--- config.mk ---
export PLATFORM = sky130hd
export DESIGN_NAME = rr4_bus_arbiter
export DESIGN_NICKNAME = d
export VERILOG_FILES = /design/src/rtl/rr4_arb_pkg.sv /design/src/rtl/rr4_mux4.sv /design/src/rtl/rr4_pick.sv /design/src/rtl/rr4_bus_arbiter.sv
export SDC_FILE = /design/constraint.sdc
export NUM_CORES = 1
export LEC_CHECK = 0
export BUFFER_PORTS_ARGS = -buffer_cell sky130_fd_sc_hd__buf_2
export CAP_MARGIN = 20
export CORE_AREA = 2 2 67 85
export DETAILED_ROUTE_END_ITERATION = 16
export DIE_AREA = 0 0 69 87
export GPL_TIMING_DRIVEN = 0
export PLACE_DENSITY = 0.87
export SETUP_SLACK_MARGIN = 0.15
export SYNTH_ARGS = -nofsm -noshare
export SYNTH_HDL_FRONTEND = slang
export SYNTH_SLANG_ARGS = --single-unit
--- constraint.sdc ---
create_clock -name clk -period 3.95 [get_ports clk]
set_clock_uncertainty 0.1 [all_clocks]
set_input_delay 0.1975 -clock clk [delete_from_list [all_inputs] [get_ports clk]]
set_output_delay 0.1975 -clock clk [all_outputs]
set_load 0.05 [all_outputs]
--- src/rtl/rr4_arb_pkg.sv ---
// Shared types and helpers for the 4-way round-robin bus arbiter.
package rr4_arb_pkg;

  localparam int unsigned NREQ  = 4;
  localparam int unsigned SEL_W = 2;

  typedef enum logic {IDLE, BUSY} arbState_e;

  // Convert a one-hot vector to its bit index; an all-zero vector maps to 0.
  function automatic logic [SEL_W-1:0] oneHotToIdx(input logic [NREQ-1:0] oh);
    logic [SEL_W-1:0] idx;
    idx = '0;
    for (int i = 0; i < NREQ; i++) begin
      if (oh[i]) idx = idx | SEL_W'(i);
    end
    return idx;
  endfunction

endpackage

--- src/rtl/rr4_mux4.sv ---
// 4:1 datapath multiplexer driven by the arbiter select.
module rr4_mux4 #(
  parameter int unsigned WIDTH = 32
) (
  input  logic [1:0]       sel,
  input  logic [WIDTH-1:0] in0,
  input  logic [WIDTH-1:0] in1,
  input  logic [WIDTH-1:0] in2,
  input  logic [WIDTH-1:0] in3,
  output logic [WIDTH-1:0] y
);

  // Plain select; every sel value is decoded.
  always_comb begin
    y = in0;
    unique case (sel)
      2'd0: y = in0;
      2'd1: y = in1;
      2'd2: y = in2;
      2'd3: y = in3;
      default: y = in0;
    endcase
  end

endmodule

--- src/rtl/rr4_pick.sv ---
// Combinational round-robin picker: first set request scanning from ptr upward, wrapping mod 4.
module rr4_pick
  import rr4_arb_pkg::*;
(
  input  logic [NREQ-1:0]  req,
  input  logic [SEL_W-1:0] ptr,
  output logic             found,
  output logic [SEL_W-1:0] idx
);

  logic [NREQ-1:0] pickOh;

  // Walk the four positions starting at ptr and keep only the first hit.
  always_comb begin
    pickOh = '0;
    for (int i = 0; i < NREQ; i++) begin
      if (req[ptr + SEL_W'(i)] && (pickOh == '0)) begin
        pickOh[ptr + SEL_W'(i)] = 1'b1;
      end
    end
  end

  assign found = |pickOh;
  assign idx   = oneHotToIdx(pickOh);

endmodule

--- src/rtl/rr4_bus_arbiter.sv ---
// Round-robin arbiter sharing one output channel among four burst requesters.
// Optional macro RR4_FAST_SWITCH_EN: on release, re-arbitrate in the same cycle
// and hand over directly to another pending requester without an IDLE bubble.
module rr4_bus_arbiter
  import rr4_arb_pkg::*;
#(
  parameter int unsigned WIDTH     = 32,
  parameter int unsigned MAX_BURST = 4
) (
  input  logic             clk,
  input  logic             rst,
  input  logic [3:0]       req,
  input  logic [3:0]       last,
  input  logic [WIDTH-1:0] data_a,
  input  logic [WIDTH-1:0] data_b,
  input  logic [WIDTH-1:0] data_c,
  input  logic [WIDTH-1:0] data_d,
  output logic [3:0]       grant,
  output logic [1:0]       select,
  output logic             out_valid,
  input  logic             out_ready,
  output logic [WIDTH-1:0] out_data,
  output logic [1:0]       out_src
);

  localparam int unsigned CntW = $clog2(MAX_BURST + 1);
  localparam logic [CntW-1:0] BurstLimit = CntW'(MAX_BURST);

  arbState_e        stateQ, stateD;
  logic [SEL_W-1:0] selQ, selD;
  logic [SEL_W-1:0] ptrQ, ptrD;
  logic [CntW-1:0]  cntQ, cntD;

  logic [NREQ-1:0]  selOh;
  logic             ownerReq;
  logic             beatAcc;
  logic             burstEnd;
  logic             releaseNow;
  logic [NREQ-1:0]  pickReq;
  logic [SEL_W-1:0] pickPtr;
  logic             pickFound;
  logic [SEL_W-1:0] pickIdx;

  assign selOh    = NREQ'(1) << selQ;
  assign ownerReq = req[selQ];
  assign beatAcc  = out_valid & out_ready;
  assign burstEnd = (cntQ + 1'b1) == BurstLimit;

  // Release on a final beat, on hitting the burst cap, or when the owner withdraws.
  assign releaseNow = (stateQ == BUSY) &&
                      (!ownerReq || (beatAcc && (last[selQ] || burstEnd)));

  // Owner-facing outputs; valid follows the owner's request combinationally.
  assign out_valid = (stateQ == BUSY) & ownerReq;
  assign grant     = beatAcc ? selOh : '0;
  assign select    = selQ;
  assign out_src   = selQ;

`ifdef RR4_FAST_SWITCH_EN
  // While busy, look ahead from the post-release pointer with the owner masked out.
  assign pickReq = (stateQ == BUSY) ? (req & ~selOh) : req;
  assign pickPtr = (stateQ == BUSY) ? (selQ + SEL_W'(1)) : ptrQ;
`else
  assign pickReq = req;
  assign pickPtr = ptrQ;
`endif

  rr4_pick u_pick (
    .req   (pickReq),
    .ptr   (pickPtr),
    .found (pickFound),
    .idx   (pickIdx)
  );

  rr4_mux4 #(
    .WIDTH (WIDTH)
  ) u_mux (
    .sel (selQ),
    .in0 (data_a),
    .in1 (data_b),
    .in2 (data_c),
    .in3 (data_d),
    .y   (out_data)
  );

  // Next-state: pick in IDLE, count beats and release in BUSY.
  always_comb begin
    stateD = stateQ;
    selD   = selQ;
    ptrD   = ptrQ;
    cntD   = cntQ;
    unique case (stateQ)
      IDLE: begin
        if (pickFound) begin
          selD   = pickIdx;
          cntD   = '0;
          stateD = BUSY;
        end
      end
      BUSY: begin
        if (beatAcc) cntD = cntQ + 1'b1;
        if (releaseNow) begin
          ptrD   = selQ + SEL_W'(1);
          cntD   = '0;
          stateD = IDLE;
`ifdef RR4_FAST_SWITCH_EN
          if (pickFound) begin
            selD   = pickIdx;
            stateD = BUSY;
          end
`endif
        end
      end
      default: stateD = IDLE;
    endcase
  end

  // State registers; reset drops any beat in flight.
  always_ff @(posedge clk or posedge rst) begin
    if (rst) begin
      stateQ <= IDLE;
      selQ   <= '0;
      ptrQ   <= '0;
      cntQ   <= '0;
    end else begin
      stateQ <= stateD;
      selQ   <= selD;
      ptrQ   <= ptrD;
      cntQ   <= cntD;
    end
  end

endmodule

==> flow_summary.ini <==
[outcome]
status = completed

[setup_path]
endpoint_kind = flip-flop
start_kind = flip-flop
required_ns = 3.93
crit_type = reg -> reg
crit_path_max_fanout = 10
critPathArrivalTime_ns = 3.14
slowest_stage = mux4_2
path_cells = buf_4 > inv_1 > ha_1 > mux4_2 > and2_4 > a32o_2 > o41ai_4 > and2_1 > a41oi_2
cpPeakStageDelay_ns = 0.57

[synth]
syn-cell-area_um2 = 1910
synth_fp_nets = 384
synth-edff-count = 0
synthArstFlopShare_pct = 100
netlist_instances = 230
avgSynthCellArea_um2 = 8.29
seq_area_frac_synth_pct = 10.5
yosysWarnings = 0
synth.distinct_cells = 44
ys_ff_latch = 8
ys.flop_type = dfrtp_1

[floorplan]
core_area_um2 = 5260
die-area_um2 = 6000
io_pins = 180
start_util_pct = 36.3
num_rows = 30
dieHeight_um = 87
die_w_um = 69

[clocking]
cts.reportedPaths.clkPinSlew_ns = 0.04
clkLatencyLatePin_ns = 0.22
clk_path_buf_depth = 2
cts_buffers = 3
postCtsSetupRepairBufs = 0
cts.repair.resized = 0
cts_tree = yes
ctsHtreeMaxLevel = 1
clockRootBuffer = clkbuf_8
cts_hold_buf = 1
clkSinkCount = 8

[sta]
tightest_slew_ns = 0.723
finalHoldViolCount = 0
finalCritPeriodShare_pct = 79.9
setup_viol = 0
max_freq_ghz = 0.317
period_needed_ns = 3.16
setup_tns_ns = 0
slew-limit-headroom_pct = 51.8
drv_slew = 0
rsz0062_at_grt = no
timing.hold.ws_ns = 0.194

[route]
wl_um = 7620
wl_per_cell_um = 16.0
firstDrtPassIters = 5
ant_nets = 0
drc = 0
drt_iter0_drc = 257
routed_via_density = 5.56
num_vias = 2652

[placement]
dp_hpwl_um = 6330
port_buffers = 179
gp_congestion = 0.925

[grt]
grt_pass1_wl_um = 11900
grt_pass1_vias = 2531
grt_antenna_before_repair = 0
grt_overflow = 0
grt_max_degree = 11
grt.total_usage_pct = 23.9

[finish]
drive_above_1_share_pct = 48.9
nFillCells = 502
syn_to_final_growth_pct = 53.9
mostFrequentLayoutCells = buf_2, inv_1, mux2i_1, a222oi_1, clkbuf_1
antenna_cells = 0
final_common_cell = buf_2
num-nets-final = 569

[hold_path]
hold_path_class = in -> reg

[pwr]
power_mw = 3.10
powerDensity_nw_per_um2 = 1060
leakage_nw = 1.65
vdd_drop_max_v = 0.000664

[run]
drv_cap = 0
==> layout make-up <==
type                            count  area (um^2)  share of cell area (%)
Clock buffer                        3         41.3                    1.41
Inverter                           43          161                    5.50
Timing Repair Buffer              180          906                    30.9
Buffer                             20         86.3                    2.94
Multi-Input combinational cell    159         1460                    49.7
Tap cell                           64         80.1                    2.73
Sequential cell                     8          200                    6.82
==> kinds of logic after synthesis <==
family	share of synthesized area (%)
compound gates	29.7
xor+xnor	0.459
fa+ha+maj	9.84
buf+inv	13.0
flops	10.5
mux	25.3
simple gates	11.2
==> flip-flops by register name, indices dropped and copies added, names as in the netlist <==
name     count
cntQ         3
out_src      2
pickPtr      2
stateQ       1
==> metal layers <==
layer | part of all wire, % | GRT usage [%] | up-vias
met1 | 40 | 29.6 | 1227
met5 | 0 | 0 | -
li1 | - | - | 1256
met3 | 9.6 | 5.56 | 8
met4 | 1.0 | 4.63 | 0
met2 | 49 | 42.7 | 161
==> per-stage QoR <==
stage                     instance area [um^2]  instances  setup slack [ns]  util (%)
after floorplan                           1910        230              1.08         -
after global placement                    2880        473             0.882      54.9
after detailed placement                  2880        473             0.803      54.9
after CTS                                 2930        477             0.784      55.8
after global routing                      2930        477             0.630      55.8
final                                     2930        477             0.794      55.8
==> path summary, 6_finish.rpt <==
check / cells past startpoint / start / slack [ns] / endpoint
hold reg to reg: 1 / cntQ[2] / 0.43 / cntQ[2]
hold / removal: 3 / out_ready / 0.19 / cntQ[0]
setup / recovery: 9 / pickPtr[0] / 0.79 / out_src[1]
setup reg to reg: 9 / pickPtr[0] / 0.79 / out_src[1]
max in group asynchronous: 3 / rst / 3.13 / out_src[0]
min in group asynchronous: 3 / rst / 0.39 / cntQ[1]
==> worst max-delay path, delay by kind of cell (launching register included) <==
family / cells / cell delay (ns)
AO/OA/AOI/OAI: 3 / 0.78
buffers and inverters: 2 / 0.35
adder cells (fa/ha/maj): 1 / 0.34
multiplexers: 1 / 0.57
flip-flops: 1 / 0.47
AND/OR/NAND/NOR: 2 / 0.39
==> where the power goes <==
| part | switching (mW) | internal (mW) |
|---|---|---|
| clock network | 0.0284 | 0.0657 |
| logic | 1.96 | 0.864 |
| registers | 0.0643 | 0.120 |
==> cell usage after synthesis, types with 4 or more instances <==
| cell | number | area (um^2) |
|---|---|---|
| inv_1 | 43 | 161 |
| mux2i_1 | 34 | 340 |
| a222oi_1 | 32 | 320 |
| clkbuf_1 | 16 | 60.1 |
| ha_1 | 15 | 188 |
| nand2_1 | 10 | 37.5 |
| dfrtp_1 | 8 | 200 |
| and2_1 | 6 | 37.5 |
| o21ai_0 | 6 | 30.0 |
| nand3_1 | 5 | 25.0 |
| nor2_1 | 5 | 18.8 |
| or2_2 | 4 | 25.0 |
Power figures use the tool's default switching activity.
